## src/rtl/counter_pkg.sv

```systemverilog
// Shared definitions for the packed-BCD counter: digit geometry, the
// packed-BCD word type and the single-digit step helpers used to build
// the carry/borrow chain.
package counter_pkg;

    localparam int unsigned BCD_DIGITS    = 4;
    localparam logic [3:0]  BCD_MAX_DIGIT = 4'd9;
    localparam int unsigned BCD_WIDTH     = 16;

    // Four BCD digits, digit 3 in the top nibble.
    typedef logic [BCD_WIDTH-1:0] bcd_word_t;

    // Result of stepping one BCD digit: new digit plus carry/borrow out.
    typedef struct packed {
        logic [3:0] digit;
        logic       cout;
    } bcd_step_t;

    // Increment one digit when cin is set; a 9 rolls to 0 and carries.
    function automatic bcd_step_t bcd_digit_up(input logic [3:0] digit, input logic cin);
        bcd_step_t res;
        if (!cin) begin
            res.digit = digit;
            res.cout  = 1'b0;
        end else if (digit == BCD_MAX_DIGIT) begin
            res.digit = 4'd0;
            res.cout  = 1'b1;
        end else begin
            res.digit = digit + 4'd1;
            res.cout  = 1'b0;
        end
        return res;
    endfunction

    // Decrement one digit when bin is set; a 0 rolls to 9 and borrows.
    function automatic bcd_step_t bcd_digit_down(input logic [3:0] digit, input logic bin);
        bcd_step_t res;
        if (!bin) begin
            res.digit = digit;
            res.cout  = 1'b0;
        end else if (digit == 4'd0) begin
            res.digit = BCD_MAX_DIGIT;
            res.cout  = 1'b1;
        end else begin
            res.digit = digit - 4'd1;
            res.cout  = 1'b0;
        end
        return res;
    endfunction

endpackage

```

## src/rtl/bcd_count_source_if.sv

```systemverilog
// Button/enable inputs and BCD count outputs of the counter, bundled so the
// display side and the button side can be wired as one connection.
interface bcd_count_source_if;
    import counter_pkg::*;

    logic      btn_up;
    logic      btn_down;
    logic      btn_clr;
    logic      en;
    bcd_word_t count;
    logic      wrap;

    // Driver of the buttons / consumer of the count.
    modport master (
        output btn_up,
        output btn_down,
        output btn_clr,
        output en,
        input  count,
        input  wrap
    );

    // The counter itself.
    modport slave (
        input  btn_up,
        input  btn_down,
        input  btn_clr,
        input  en,
        output count,
        output wrap
    );

endinterface

```

## src/rtl/debounce_pulse.sv

```systemverilog
// One raw push-button: two-flop synchronizer, stability filter and
// rising-edge detector. A press produces exactly one single-cycle pulse
// once the synchronized level has held for DEBOUNCE_CYCLES samples.
module debounce_pulse #(
    parameter int unsigned DEBOUNCE_CYCLES = 500000
) (
    input  logic inc,
    input  logic reset,
    input  logic raw,
    output logic pulse
);

    // Filter terminal count; the level is accepted on the sample where the
    // counter already shows DEBOUNCE_CYCLES-1 differing samples.
    localparam logic [19:0] DCNT_LAST = 20'(DEBOUNCE_CYCLES - 32'd1);

    logic        r_s1;
    logic        r_s2;
    logic        r_stable;
    logic        r_stable_q;
    logic [19:0] r_dcnt;

    // Bring the asynchronous button into the clock domain.
    always_ff @(posedge inc or posedge reset) begin
        if (reset) begin
            r_s1 <= 1'b0;
            r_s2 <= 1'b0;
        end else begin
            r_s1 <= raw;
            r_s2 <= r_s1;
        end
    end

    // Accept a new level only after it persists; any return to the
    // accepted level restarts the count.
    always_ff @(posedge inc or posedge reset) begin
        if (reset) begin
            r_stable <= 1'b0;
            r_dcnt   <= 20'd0;
        end else if (r_s2 == r_stable) begin
            r_dcnt   <= 20'd0;
        end else if (r_dcnt == DCNT_LAST) begin
            r_stable <= r_s2;
            r_dcnt   <= 20'd0;
        end else begin
            r_dcnt   <= r_dcnt + 20'd1;
        end
    end

    // Delayed copy of the accepted level for rising-edge detection.
    always_ff @(posedge inc or posedge reset) begin
        if (reset) begin
            r_stable_q <= 1'b0;
        end else begin
            r_stable_q <= r_stable;
        end
    end

    // High for the single cycle after the accepted level rises; releases
    // produce nothing.
    assign pulse = r_stable & ~r_stable_q;

endmodule

```

## src/rtl/bcd_count_source.sv

```systemverilog
// Four-digit packed-BCD up/down counter fed by three debounced buttons.
// Clear has top priority, simultaneous up+down cancels, and steps are
// gated by en. Count and wrap are registered.
module bcd_count_source
    import counter_pkg::*;
#(
    parameter int unsigned DEBOUNCE_CYCLES = 500000
) (
    input  logic               inc,
    input  logic               reset,
    bcd_count_source_if.slave  bus
);

    logic      w_up_pulse;
    logic      w_down_pulse;
    logic      w_clr_pulse;

    bcd_word_t w_inc_word;
    logic      w_inc_wrap;
    bcd_word_t w_dec_word;
    logic      w_dec_wrap;

    bcd_word_t w_count_next;
    logic      w_wrap_next;

    bcd_word_t r_count;
    logic      r_wrap;

    debounce_pulse #(.DEBOUNCE_CYCLES(DEBOUNCE_CYCLES)) u_db_up (
        .inc   (inc),
        .reset (reset),
        .raw   (bus.btn_up),
        .pulse (w_up_pulse)
    );

    debounce_pulse #(.DEBOUNCE_CYCLES(DEBOUNCE_CYCLES)) u_db_down (
        .inc   (inc),
        .reset (reset),
        .raw   (bus.btn_down),
        .pulse (w_down_pulse)
    );

    debounce_pulse #(.DEBOUNCE_CYCLES(DEBOUNCE_CYCLES)) u_db_clr (
        .inc   (inc),
        .reset (reset),
        .raw   (bus.btn_clr),
        .pulse (w_clr_pulse)
    );

    // Ripple a +1 through the digits; carry out of the top digit is a wrap.
    always_comb begin : p_inc_chain
        logic      l_carry;
        bcd_step_t l_step;
        w_inc_word = 16'h0000;
        l_carry    = 1'b1;
        for (int i = 0; i < int'(BCD_DIGITS); i++) begin
            l_step              = bcd_digit_up(r_count[4*i +: 4], l_carry);
            w_inc_word[4*i +: 4] = l_step.digit;
            l_carry             = l_step.cout;
        end
        w_inc_wrap = l_carry;
    end

    // Ripple a -1 through the digits; borrow out of the top digit is a wrap.
    always_comb begin : p_dec_chain
        logic      l_borrow;
        bcd_step_t l_step;
        w_dec_word = 16'h0000;
        l_borrow   = 1'b1;
        for (int i = 0; i < int'(BCD_DIGITS); i++) begin
            l_step              = bcd_digit_down(r_count[4*i +: 4], l_borrow);
            w_dec_word[4*i +: 4] = l_step.digit;
            l_borrow            = l_step.cout;
        end
        w_dec_wrap = l_borrow;
    end

    // Priority select of the next count: clear, cancel, up, down, hold.
    always_comb begin
        w_count_next = r_count;
        w_wrap_next  = 1'b0;
        if (w_clr_pulse) begin
            w_count_next = 16'h0000;
            w_wrap_next  = 1'b0;
        end else if (w_up_pulse && w_down_pulse) begin
            w_count_next = r_count;
            w_wrap_next  = 1'b0;
        end else if (w_up_pulse && bus.en) begin
            w_count_next = w_inc_word;
            w_wrap_next  = w_inc_wrap;
        end else if (w_down_pulse && bus.en) begin
            w_count_next = w_dec_word;
            w_wrap_next  = w_dec_wrap;
        end else begin
            w_count_next = r_count;
            w_wrap_next  = 1'b0;
        end
    end

    // Output registers; wrap is rewritten every cycle so it is a one-cycle pulse.
    always_ff @(posedge inc or posedge reset) begin
        if (reset) begin
            r_count <= 16'h0000;
            r_wrap  <= 1'b0;
        end else begin
            r_count <= w_count_next;
            r_wrap  <= w_wrap_next;
        end
    end

    assign bus.count = r_count;
    assign bus.wrap  = r_wrap;

endmodule

```

## src/flat_wrapper.sv

```systemverilog
// flat-port wrapper written by rule: the top's interface ports become plain ports
module bcd_count_source_flat import counter_pkg::*;
#(
    parameter int unsigned DEBOUNCE_CYCLES = 500000
)
  (inc, reset, bus_btn_up, bus_btn_down, bus_btn_clr, bus_en, bus_count, bus_wrap);
  bcd_count_source_if bus_i ();
  input  logic inc;
  input  logic reset;
  input wire logic [$bits(bus_i.btn_up)-1:0] bus_btn_up;
  input wire logic [$bits(bus_i.btn_down)-1:0] bus_btn_down;
  input wire logic [$bits(bus_i.btn_clr)-1:0] bus_btn_clr;
  input wire logic [$bits(bus_i.en)-1:0] bus_en;
  output wire logic [$bits(bus_i.count)-1:0] bus_count;
  output wire logic [$bits(bus_i.wrap)-1:0] bus_wrap;
  assign bus_i.btn_up = bus_btn_up;
  assign bus_i.btn_down = bus_btn_down;
  assign bus_i.btn_clr = bus_btn_clr;
  assign bus_i.en = bus_en;
  assign bus_count = bus_i.count;
  assign bus_wrap = bus_i.wrap;
  bcd_count_source #(.DEBOUNCE_CYCLES(DEBOUNCE_CYCLES)) u_core (.inc(inc), .reset(reset), .bus(bus_i));
endmodule
```

## config.mk

```make
export PLATFORM = sky130hd
export DESIGN_NAME = bcd_count_source_flat
export DESIGN_NICKNAME = d
export VERILOG_FILES = /design/src/rtl/counter_pkg.sv /design/src/rtl/bcd_count_source_if.sv /design/src/rtl/debounce_pulse.sv /design/src/rtl/bcd_count_source.sv /design/src/flat_wrapper.sv
export SDC_FILE = /design/constraint.sdc
export NUM_CORES = 1
export LEC_CHECK = 0
export ABC_AREA = 0
export CORE_ASPECT_RATIO = 1.1
export CORE_MARGIN = 3
export CORE_UTILIZATION = 64
export CTS_CLUSTER_DIAMETER = 40
export DETAILED_ROUTE_END_ITERATION = 16
export PLACE_DENSITY = 0.84
export RECOVER_POWER = 50
export SYNTH_ARGS = -nofsm -noshare
export SYNTH_HDL_FRONTEND = slang
export SYNTH_HIERARCHICAL = 1
export SYNTH_SLANG_ARGS = --single-unit
```

## constraint.sdc

```tcl
create_clock -name inc -period 5.6 [get_ports inc]
set_input_delay 1.4 -clock inc [delete_from_list [all_inputs] [get_ports inc]]
set_output_delay 1.4 -clock inc [all_outputs]
set_load 0.02 [all_outputs]
```

==> results of run 1 <==
[layer usage]
| metal | track usage (%) | up-vias |
|---|---|---|
| met5 | 0 | - |
| li1 | - | 1938 |
| met1 | 30.9 | 1975 |
| met2 | 38.7 | 99 |
| met3 | 4.87 | 8 |
| met4 | 5.92 | 0 |
[worst max-delay path: cells and delay by family]
kind | cells | cell delay [ps]
compound gates | 2 | 420
buf+inv | 1 | 550
simple gates | 3 | 1420
[sequential cells by signal, indices dropped and copies added, names as in the netlist, 16 cells and up]
name and flops:
u_core/u_db_up/r_dcnt 20, u_core/bus.count 16, u_core/u_db_clr/r_dcnt 20, u_core/u_db_down/r_dcnt 20
[through the flow]
stage	utilization, %	worst slack [ps]
5_1_grt	72.5	1960
2_1_floorplan	-	2990
6_report	72.5	2080
3_5_place_dp	70.5	1750
3_3_place_gp	70.5	1860
4_1_cts	73.2	2130
[worst paths after layout]
kind / to / slack (ps) / cells past startpoint
setup / recovery: u_core/bus.count[15]$_DFFE_PP0P_ / 2080 / 6
hold / removal: u_core/u_db_down/r_s2$_DFF_PP0_ / 360 / 0
setup reg to reg: u_core/u_db_down/r_dcnt[7]$_DFF_PP0_ / 2760 / 5
hold reg to reg: u_core/u_db_down/r_s2$_DFF_PP0_ / 360 / 0
max in group asynchronous: u_core/u_db_clr/r_stable$_DFFE_PP0P_ / 3270 / 2
min in group asynchronous: u_core/bus.count[14]$_DFFE_PP0P_ / 1680 / 2
[cells by family after synthesis]
| family | Yosys count | synth area share (%) |
|---|---|---|
| AO/OA/AOI/OAI | 71 | 9.35 |
| XOR/XNOR | 54 | 9.23 |
| adder cells (fa/ha/maj) | 13 | 3.17 |
| buffers and inverters | 37 | 3.22 |
| flip-flops | 89 | 43.4 |
| multiplexers | 12 | 2.42 |
| AND/OR/NAND/NOR | 264 | 29.2 |
[cells in the final DEF (no fill, tap or decap), types with 9 or more instances in the layout]
cell and count:
mux2i_1 9, nand3_1 27, nor4_1 18, inv_1 17, dfrtp_1 89, xor2_1 11
xnor2_1 43, nor3_1 22, clkdlybuf4s50_1 18, nand2_1 42, a21oi_1 13, nand4_1 17
ha_1 13, nor2_1 83, o21ai_0 16, clkbuf_8 10
[power groups by stage]
stage                     clock, mW  combinational, mW  sequential [mW]
after floorplan                   0             0.0297            0.667
after global placement            0             0.0358            0.671
after detailed placement          0             0.0368            0.671
after CTS                     0.477             0.0372            0.658
after global routing          0.505             0.0403            0.660
final                         0.468             0.0348            0.658
[layout make-up]
cell class,instances,share of cell area [%]
clock inverter,6,1.31
tap,105,2.37
timing repair buffer,23,4.11
multi-input combinational,414,48.4
clock buffer,10,2.49
inverter,17,1.15
sequential,89,40.2
==> metrics.txt, run 1 <==
# TYPE chip_impl_metric gauge
chip_impl_metric{name="die-area",unit="sq um"} 9120
chip_impl_metric{name="tritoncts.num_buffers",unit=""} 9
chip_impl_info{name="worstSetupStartpointType",value="input pin"} 1
chip_impl_metric{name="routabilityCongestion",unit=""} 0.891
chip_impl_metric{name="final-instance-count-excl-fill",unit=""} 664
chip_impl_metric{name="cts_resized",unit=""} 0
chip_impl_metric{name="area_growth",unit="%"} 8.03
chip_impl_metric{name="detailedRoute.firstIterationViolations",unit=""} 245
chip_impl_metric{name="cts-root-to-sink-buffers",unit=""} 2
chip_impl_metric{name="report.final.hold_viol_count",unit=""} 0
chip_impl_metric{name="crit_path_max_fanout",unit=""} 22
chip_impl_metric{name="cts_clock_pin_slew_for_the_worst_setup_and_hold_paths",unit="ps"} 90
chip_impl_metric{name="pin_count",unit=""} 23
chip_impl_metric{name="period_share",unit="%"} 62.8
chip_impl_metric{name="worst_clock_skew",unit="ps"} 14.7
chip_impl_metric{name="multi_input_comb_area",unit="sq um"} 2680
chip_impl_metric{name="max_slew.worst_pin.slew",unit="ps"} 1830
chip_impl_metric{name="synth-seq-cells",unit=""} 89
chip_impl_metric{name="postSynthCellCount",unit=""} 540
chip_impl_metric{name="overflow",unit=""} 0
chip_impl_info{name="clock_tree_from_tritoncts",value="yes"} 1
chip_impl_metric{name="placementRows",unit=""} 33
chip_impl_metric{name="syn_area",unit="sq um"} 5130
chip_impl_metric{name="clock_sinks",unit=""} 89
chip_impl_info{name="synthMostInstantiatedCell",value="dfrtp_1"} 1
chip_impl_metric{name="cts.htree.levels",unit=""} 3
chip_impl_metric{name="slew_headroom",unit="%"} -23.0
chip_impl_metric{name="finalCriticalPeriod",unit="ps"} 3520
chip_impl_metric{name="combinationalPowerShare",unit="%"} 3.0
chip_impl_info{name="critical_path.cell_chain",value="clkdlybuf4s50_1 -> and2_1 -> nand4_1 -> a21oi_4 -> or4b_1 -> a21oi_1"} 1
chip_impl_metric{name="die_w",unit="um"} 91.3
chip_impl_metric{name="via_count",unit=""} 4020
chip_impl_info{name="hold_path_startpoint",value="u_core/u_db_down/r_s1$_DFF_PP0_"} 1
chip_impl_metric{name="clock_power_share",unit="%"} 40.3
chip_impl_metric{name="worst_ep_arrival_time",unit="ps"} 3800
chip_impl_metric{name="finish.net_count",unit=""} 573
chip_impl_metric{name="syn-num-nets",unit=""} 559
chip_impl_info{name="netlist_top_cells_area",value="dfrtp_1 43%, xnor2_1 7.3%, nor2_1 6.1%"} 1
chip_impl_metric{name="grt_antenna_before_repair",unit=""} 0
chip_impl_metric{name="static_leakage",unit="nW"} 2.20
chip_impl_metric{name="yosysWarningCount",unit=""} 6
chip_impl_metric{name="grt_pass1_vias",unit=""} 3804
chip_impl_metric{name="switching_power",unit="mW"} 0.280
chip_impl_metric{name="area_fraction_of_the_dominant_cell_type_after_synthesis",unit="%"} 43.4
chip_impl_metric{name="antennaDiodeCount",unit=""} 0
chip_impl_metric{name="p_per_area",unit="nW/um^2"} 210
chip_impl_metric{name="power",unit="mW"} 1.16
chip_impl_metric{name="gr-usage-all-layers",unit="%"} 23.1
chip_impl_metric{name="largest_net_degree_at_the_start_of_global_routing",unit=""} 25
chip_impl_metric{name="fp.coreArea",unit="sq um"} 7640
chip_impl_metric{name="timing_max_transition_violations_final",unit=""} 54
chip_impl_info{name="topRoutingLayerUsed",value="met4"} 1
chip_impl_metric{name="grt_first_pass_wirelength",unit="mm"} 17.5
chip_impl_metric{name="hpwlAfterDp",unit="mm"} 6.86
chip_impl_info{name="setup.worst_path.start",value="bus_en"} 1
chip_impl_info{name="critical_path_start_end_classification",value="input pin to flip-flop"} 1
chip_impl_metric{name="starting_density_of_the_core",unit="%"} 67.1
chip_impl_metric{name="clock_latency",unit="ps"} 360
chip_impl_metric{name="dr_wl_met3",unit="um"} 474
chip_impl_info{name="synth.cells.most_frequent",value="89 x dfrtp_1, 83 x nor2_1, 43 x xnor2_1, 42 x nand2_1, 27 x nand3_1"} 1
chip_impl_info{name="rsz0062_at_grt",value="false"} 1
chip_impl_metric{name="crit_required",unit="ps"} 5880
chip_impl_metric{name="detail_route.wl_per_cell",unit="um"} 15.1
chip_impl_metric{name="vdd.ir_drop.worst",unit="V"} 0.000221
chip_impl_metric{name="die-height",unit="um"} 99.9
chip_impl_metric{name="seq_area_frac_synth",unit="%"} 43.4
chip_impl_metric{name="seqCellArea",unit="sq um"} 2230
chip_impl_metric{name="synth_edf_count",unit=""} 0
chip_impl_metric{name="drt-pass1-iter-count",unit=""} 5
chip_impl_metric{name="drive_above_1_share",unit="%"} 7.69
chip_impl_metric{name="synth_area_per_cell",unit="sq um"} 9.49
chip_impl_metric{name="route.met2.wl",unit="mm"} 4.96
chip_impl_info{name="synth_top_cell_by_area",value="dfrtp_1"} 1
chip_impl_info{name="critical_path.slowest_cell",value="and2_1"} 1
chip_impl_metric{name="achievable-frequency",unit="GHz"} 0.284
chip_impl_metric{name="drtAntennaViolNets",unit=""} 0
chip_impl_metric{name="finalWirelength",unit="mm"} 10.1
chip_impl_info{name="clk_root_buffer_cell",value="clkbuf_8"} 1
chip_impl_info{name="regToRegStartpoint",value="u_core/u_db_down/r_dcnt[0]$_DFF_PP0_"} 1
chip_impl_info{name="timing.critical_path.to_type",value="flip-flop"} 1
chip_impl_metric{name="netSwitchingFraction",unit="%"} 24.1
chip_impl_metric{name="placedCellCount",unit=""} 648
chip_impl_metric{name="finish.instance_area",unit="sq um"} 5540
chip_impl_metric{name="post_cts_buffers",unit=""} 0
chip_impl_info{name="synth_top_flop_cell",value="dfrtp_1"} 1
chip_impl_info{name="hold_path.class",value="flip-flop to flip-flop"} 1
chip_impl_metric{name="synth_async_sr_flop_share",unit="%"} 100
chip_impl_metric{name="place_area",unit="sq um"} 5380
chip_impl_metric{name="cpPeakStageDelay",unit="ps"} 680
chip_impl_metric{name="drc",unit=""} 0
chip_impl_info{name="outcome",value="complete, but fails checks"} 1
chip_impl_metric{name="internal_power",unit="mW"} 0.882
chip_impl_metric{name="layout.filler_cells",unit=""} 550
chip_impl_metric{name="whs",unit="ps"} 357
chip_impl_metric{name="viasPerCell",unit=""} 6.05
chip_impl_metric{name="number_of_distinct_standard_cells_referenced_by_the_synthesized_netlist",unit=""} 61
chip_impl_metric{name="cts.hold.buffers_added",unit=""} 0
chip_impl_metric{name="routedLengthMet1",unit="mm"} 4.51
chip_impl_metric{name="maxCapViolCount",unit=""} 3
chip_impl_metric{name="finalSetupViolations",unit=""} 0
chip_impl_metric{name="portion_of_total_power_attributed_to_sequential_cells",unit="%"} 56.7
chip_impl_metric{name="final.setup.tns",unit="ps"} 0
chip_impl_info{name="violations",value="capacitance limit, slew limit"} 1
chip_impl_metric{name="numPortBuffers",unit=""} 22
(Power assumes the default switching activity.)
==> run 2: changes to the inputs <==
--- a/config.mk
+++ b/config.mk
@@ -8,10 +8,10 @@
 export ABC_AREA = 0
 export CORE_ASPECT_RATIO = 1.1
 export CORE_MARGIN = 3
-export CORE_UTILIZATION = 64
+export CORE_UTILIZATION = 55
 export CTS_CLUSTER_DIAMETER = 40
 export DETAILED_ROUTE_END_ITERATION = 16
-export PLACE_DENSITY = 0.84
+export PLACE_DENSITY = 0.76
 export RECOVER_POWER = 50
 export SYNTH_ARGS = -nofsm -noshare
 export SYNTH_HDL_FRONTEND = slang
==> constraint.sdc (replaced) <==
create_clock -name inc -period 3 [get_ports inc]
set_input_delay 0.75 -clock inc [delete_from_list [all_inputs] [get_ports inc]]
set_output_delay 0.75 -clock inc [all_outputs]
set_load 0.02 [all_outputs]
==> metrics.txt, run 2 (synthesis gave the netlist of run 1 again) <==
# TYPE chip_impl_metric gauge
chip_impl_info{name="clk_root_buffer_cell",value="clkbuf_8"} 1
chip_impl_metric{name="tritoncts.num_buffers",unit=""} 9
chip_impl_metric{name="vdd.ir_drop.worst",unit="V"} 0.000260
chip_impl_info{name="clock_tree_from_tritoncts",value="yes"} 1
chip_impl_metric{name="reg2reg_setup_slack",unit="ps"} 410
chip_impl_metric{name="worst_ep_arrival_time",unit="ps"} 2860
chip_impl_metric{name="die_w",unit="um"} 98.1
chip_impl_metric{name="grt_antenna_before_repair",unit=""} 0
chip_impl_metric{name="gr-usage-all-layers",unit="%"} 20.0
chip_impl_info{name="most-common-layout-cells",value="89 x dfrtp_1, 83 x nor2_1, 43 x xnor2_1, 42 x nand2_1, 27 x nand3_1"} 1
chip_impl_metric{name="pin_count",unit=""} 23
chip_impl_info{name="reg.largest.list",value="u_core/u_db_clr/r_dcnt: 20 flops, u_core/u_db_down/r_dcnt: 20 flops, u_core/u_db_up/r_dcnt: 20 flops"} 1
chip_impl_metric{name="layout.filler_cells",unit=""} 750
chip_impl_metric{name="cts_resized",unit=""} 0
chip_impl_metric{name="area_growth",unit="%"} 10.8
chip_impl_metric{name="clock_sinks",unit=""} 89
chip_impl_info{name="outcome",value="finished clean"} 1
chip_impl_metric{name="grt_pass1_vias",unit=""} 3917
chip_impl_metric{name="report.final.hold_viol_count",unit=""} 0
chip_impl_info{name="worstSetupStartpointType",value="flip-flop"} 1
chip_impl_metric{name="via_count",unit=""} 4049
chip_impl_metric{name="drt-pass1-iter-count",unit=""} 5
chip_impl_metric{name="overflow",unit=""} 0
chip_impl_info{name="rsz0062_at_grt",value="false"} 1
chip_impl_metric{name="placementRows",unit=""} 36
chip_impl_metric{name="static_leakage",unit="nW"} 2.31
chip_impl_metric{name="detail_route.wl_per_cell",unit="um"} 14.7
chip_impl_metric{name="worst-r2r-cell-count",unit=""} 7
chip_impl_info{name="worst_hold_path.endpoint",value="u_core/u_db_down/r_s2$_DFF_PP0_"} 1
chip_impl_metric{name="finalCriticalPeriod",unit="ps"} 2590
chip_impl_metric{name="slew_headroom",unit="%"} 16.5
chip_impl_metric{name="grt_first_pass_wirelength",unit="mm"} 17.5
chip_impl_metric{name="period_share",unit="%"} 86.5
chip_impl_metric{name="achievable-frequency",unit="GHz"} 0.385
chip_impl_metric{name="cts.hold.buffers_added",unit=""} 0
chip_impl_metric{name="routabilityCongestion",unit=""} 0.837
chip_impl_metric{name="maxCapViolCount",unit=""} 0
chip_impl_metric{name="hold_path_depth",unit=""} 0
chip_impl_metric{name="worst_clock_skew",unit="ps"} 12.1
chip_impl_info{name="final_common_cell",value="dfrtp_1"} 1
chip_impl_info{name="regToRegStartpoint",value="u_core/bus.count[5]$_DFFE_PP0P_"} 1
chip_impl_metric{name="post_cts_buffers",unit=""} 0
chip_impl_metric{name="drc",unit=""} 0
chip_impl_metric{name="drive_above_1_share",unit="%"} 9.51
chip_impl_metric{name="finalWirelength",unit="mm"} 10.0
chip_impl_metric{name="die-area",unit="sq um"} 10500
chip_impl_metric{name="largest_net_degree_at_the_start_of_global_routing",unit=""} 25
chip_impl_metric{name="fp.coreArea",unit="sq um"} 8960
chip_impl_metric{name="hpwlAfterDp",unit="mm"} 7.09
chip_impl_metric{name="clock_latency",unit="ps"} 360
chip_impl_info{name="timing.critical_path.to_type",value="flip-flop"} 1
chip_impl_metric{name="finalSetupViolations",unit=""} 0
chip_impl_metric{name="max_slew.worst_pin.slew",unit="ps"} 1250
chip_impl_metric{name="finish.net_count",unit=""} 582
chip_impl_info{name="hold_path_startpoint",value="u_core/u_db_down/r_s1$_DFF_PP0_"} 1
chip_impl_metric{name="p_per_area",unit="nW/um^2"} 393
chip_impl_metric{name="crit_required",unit="ps"} 3260
chip_impl_metric{name="viasPerCell",unit=""} 5.94
chip_impl_metric{name="starting_density_of_the_core",unit="%"} 57.2
chip_impl_info{name="hold_path.class",value="flip-flop to flip-flop"} 1
chip_impl_metric{name="cts-root-to-sink-buffers",unit=""} 2
chip_impl_metric{name="utilization",unit="%"} 63.4
chip_impl_metric{name="final.setup.tns",unit="ps"} 0
chip_impl_metric{name="drtAntennaViolNets",unit=""} 0
chip_impl_metric{name="cts_clock_pin_slew_for_the_worst_setup_and_hold_paths",unit="ps"} 80
chip_impl_metric{name="die-height",unit="um"} 107
chip_impl_metric{name="timing_max_transition_violations_final",unit=""} 0
chip_impl_metric{name="crit_path_max_fanout",unit=""} 7
chip_impl_info{name="critical_path_start_end_classification",value="flip-flop to flip-flop"} 1
chip_impl_metric{name="cts.htree.levels",unit=""} 3
chip_impl_metric{name="detailedRoute.firstIterationViolations",unit=""} 255
chip_impl_metric{name="numPortBuffers",unit=""} 22
chip_impl_info{name="timing.rr.end",value="u_core/bus.count[15]$_DFFE_PP0P_"} 1
chip_impl_metric{name="antennaDiodeCount",unit=""} 0
run 2: cell types whose count changed in the layout (fill, tap and decap cells not counted), sizes merged:
cell      previous run  this run
buf                  1         7
clkbuf              10        15
bufinv               1         2
clkinv               0         1
inv                 19        18
clkinvlp             3         0
run 2: routing by layer:
| metal | part of all wire [%] | GRT usage [%] |
|---|---|---|
| met1 | 46 | 26.2 |
| met2 | 49 | 32.2 |
| met3 | 3.8 | 4.08 |
| met4 | 1.3 | 8.80 |
| met5 | 0 | 0 |
run 2: where the power goes:
| group | switching, mW | total, mW | internal, mW |
|---|---|---|---|
| Combinational | 0.0493 | 0.0686 | 0.0193 |
| Clock | 0.420 | 0.938 | 0.517 |
| Sequential | 0.0169 | 1.23 | 1.21 |
run 2: worst max-delay path by stage:
stage	endpoint	from	slack (ps)
after floorplan	u_core/bus.count[15]$_DFFE_PP0P_	u_core/bus.count[5]$_DFFE_PP0P_	790
after global placement	u_core/bus.count[15]$_DFFE_PP0P_	bus_en	360
after CTS	u_core/bus.count[15]$_DFFE_PP0P_	u_core/bus.count[5]$_DFFE_PP0P_	470
final	u_core/bus.count[15]$_DFFE_PP0P_	u_core/bus.count[5]$_DFFE_PP0P_	410
after detailed placement	u_core/bus.count[15]$_DFFE_PP0P_	bus_en	270
after global routing	u_core/bus.count[15]$_DFFE_PP0P_	u_core/bus.count[5]$_DFFE_PP0P_	320
run 2: stage by stage:
step           power [mW]  hold slack (ps)  std cells  cell area, sq um  worst slack (ps)
2_1_floorplan        1.30              331        540              5130               788
3_3_place_gp         1.32              337        666              5460               357
3_5_place_dp         1.33              336        666              5460               271
4_1_cts              2.27              356        682              5690               467
5_1_grt              2.34              374        682              5680               322
6_report             2.24              354        682              5680               406
run 2: cell type report:
| type | instances | area, sq um | share of cell area (%) |
|---|---|---|---|
| Timing Repair Buffer | 32 | 284 | 5.00 |
| Multi-Input combinational cell | 414 | 2730 | 48.1 |
| Clock inverter | 4 | 73.8 | 1.30 |
| Tap cell | 114 | 143 | 2.51 |
| Clock buffer | 12 | 155 | 2.73 |
| Sequential cell | 89 | 2230 | 39.2 |
| Inverter | 17 | 63.8 | 1.12 |
run 2: worst max-delay path, cell delays in order, from the launching register on:
cell and delay [ps]:
dfrtp_1 460, inv_1 130, ha_1 290, nor3b_1 500, nand4_2 230, a21oi_4 270, or4b_1 450, a21oi_1 180
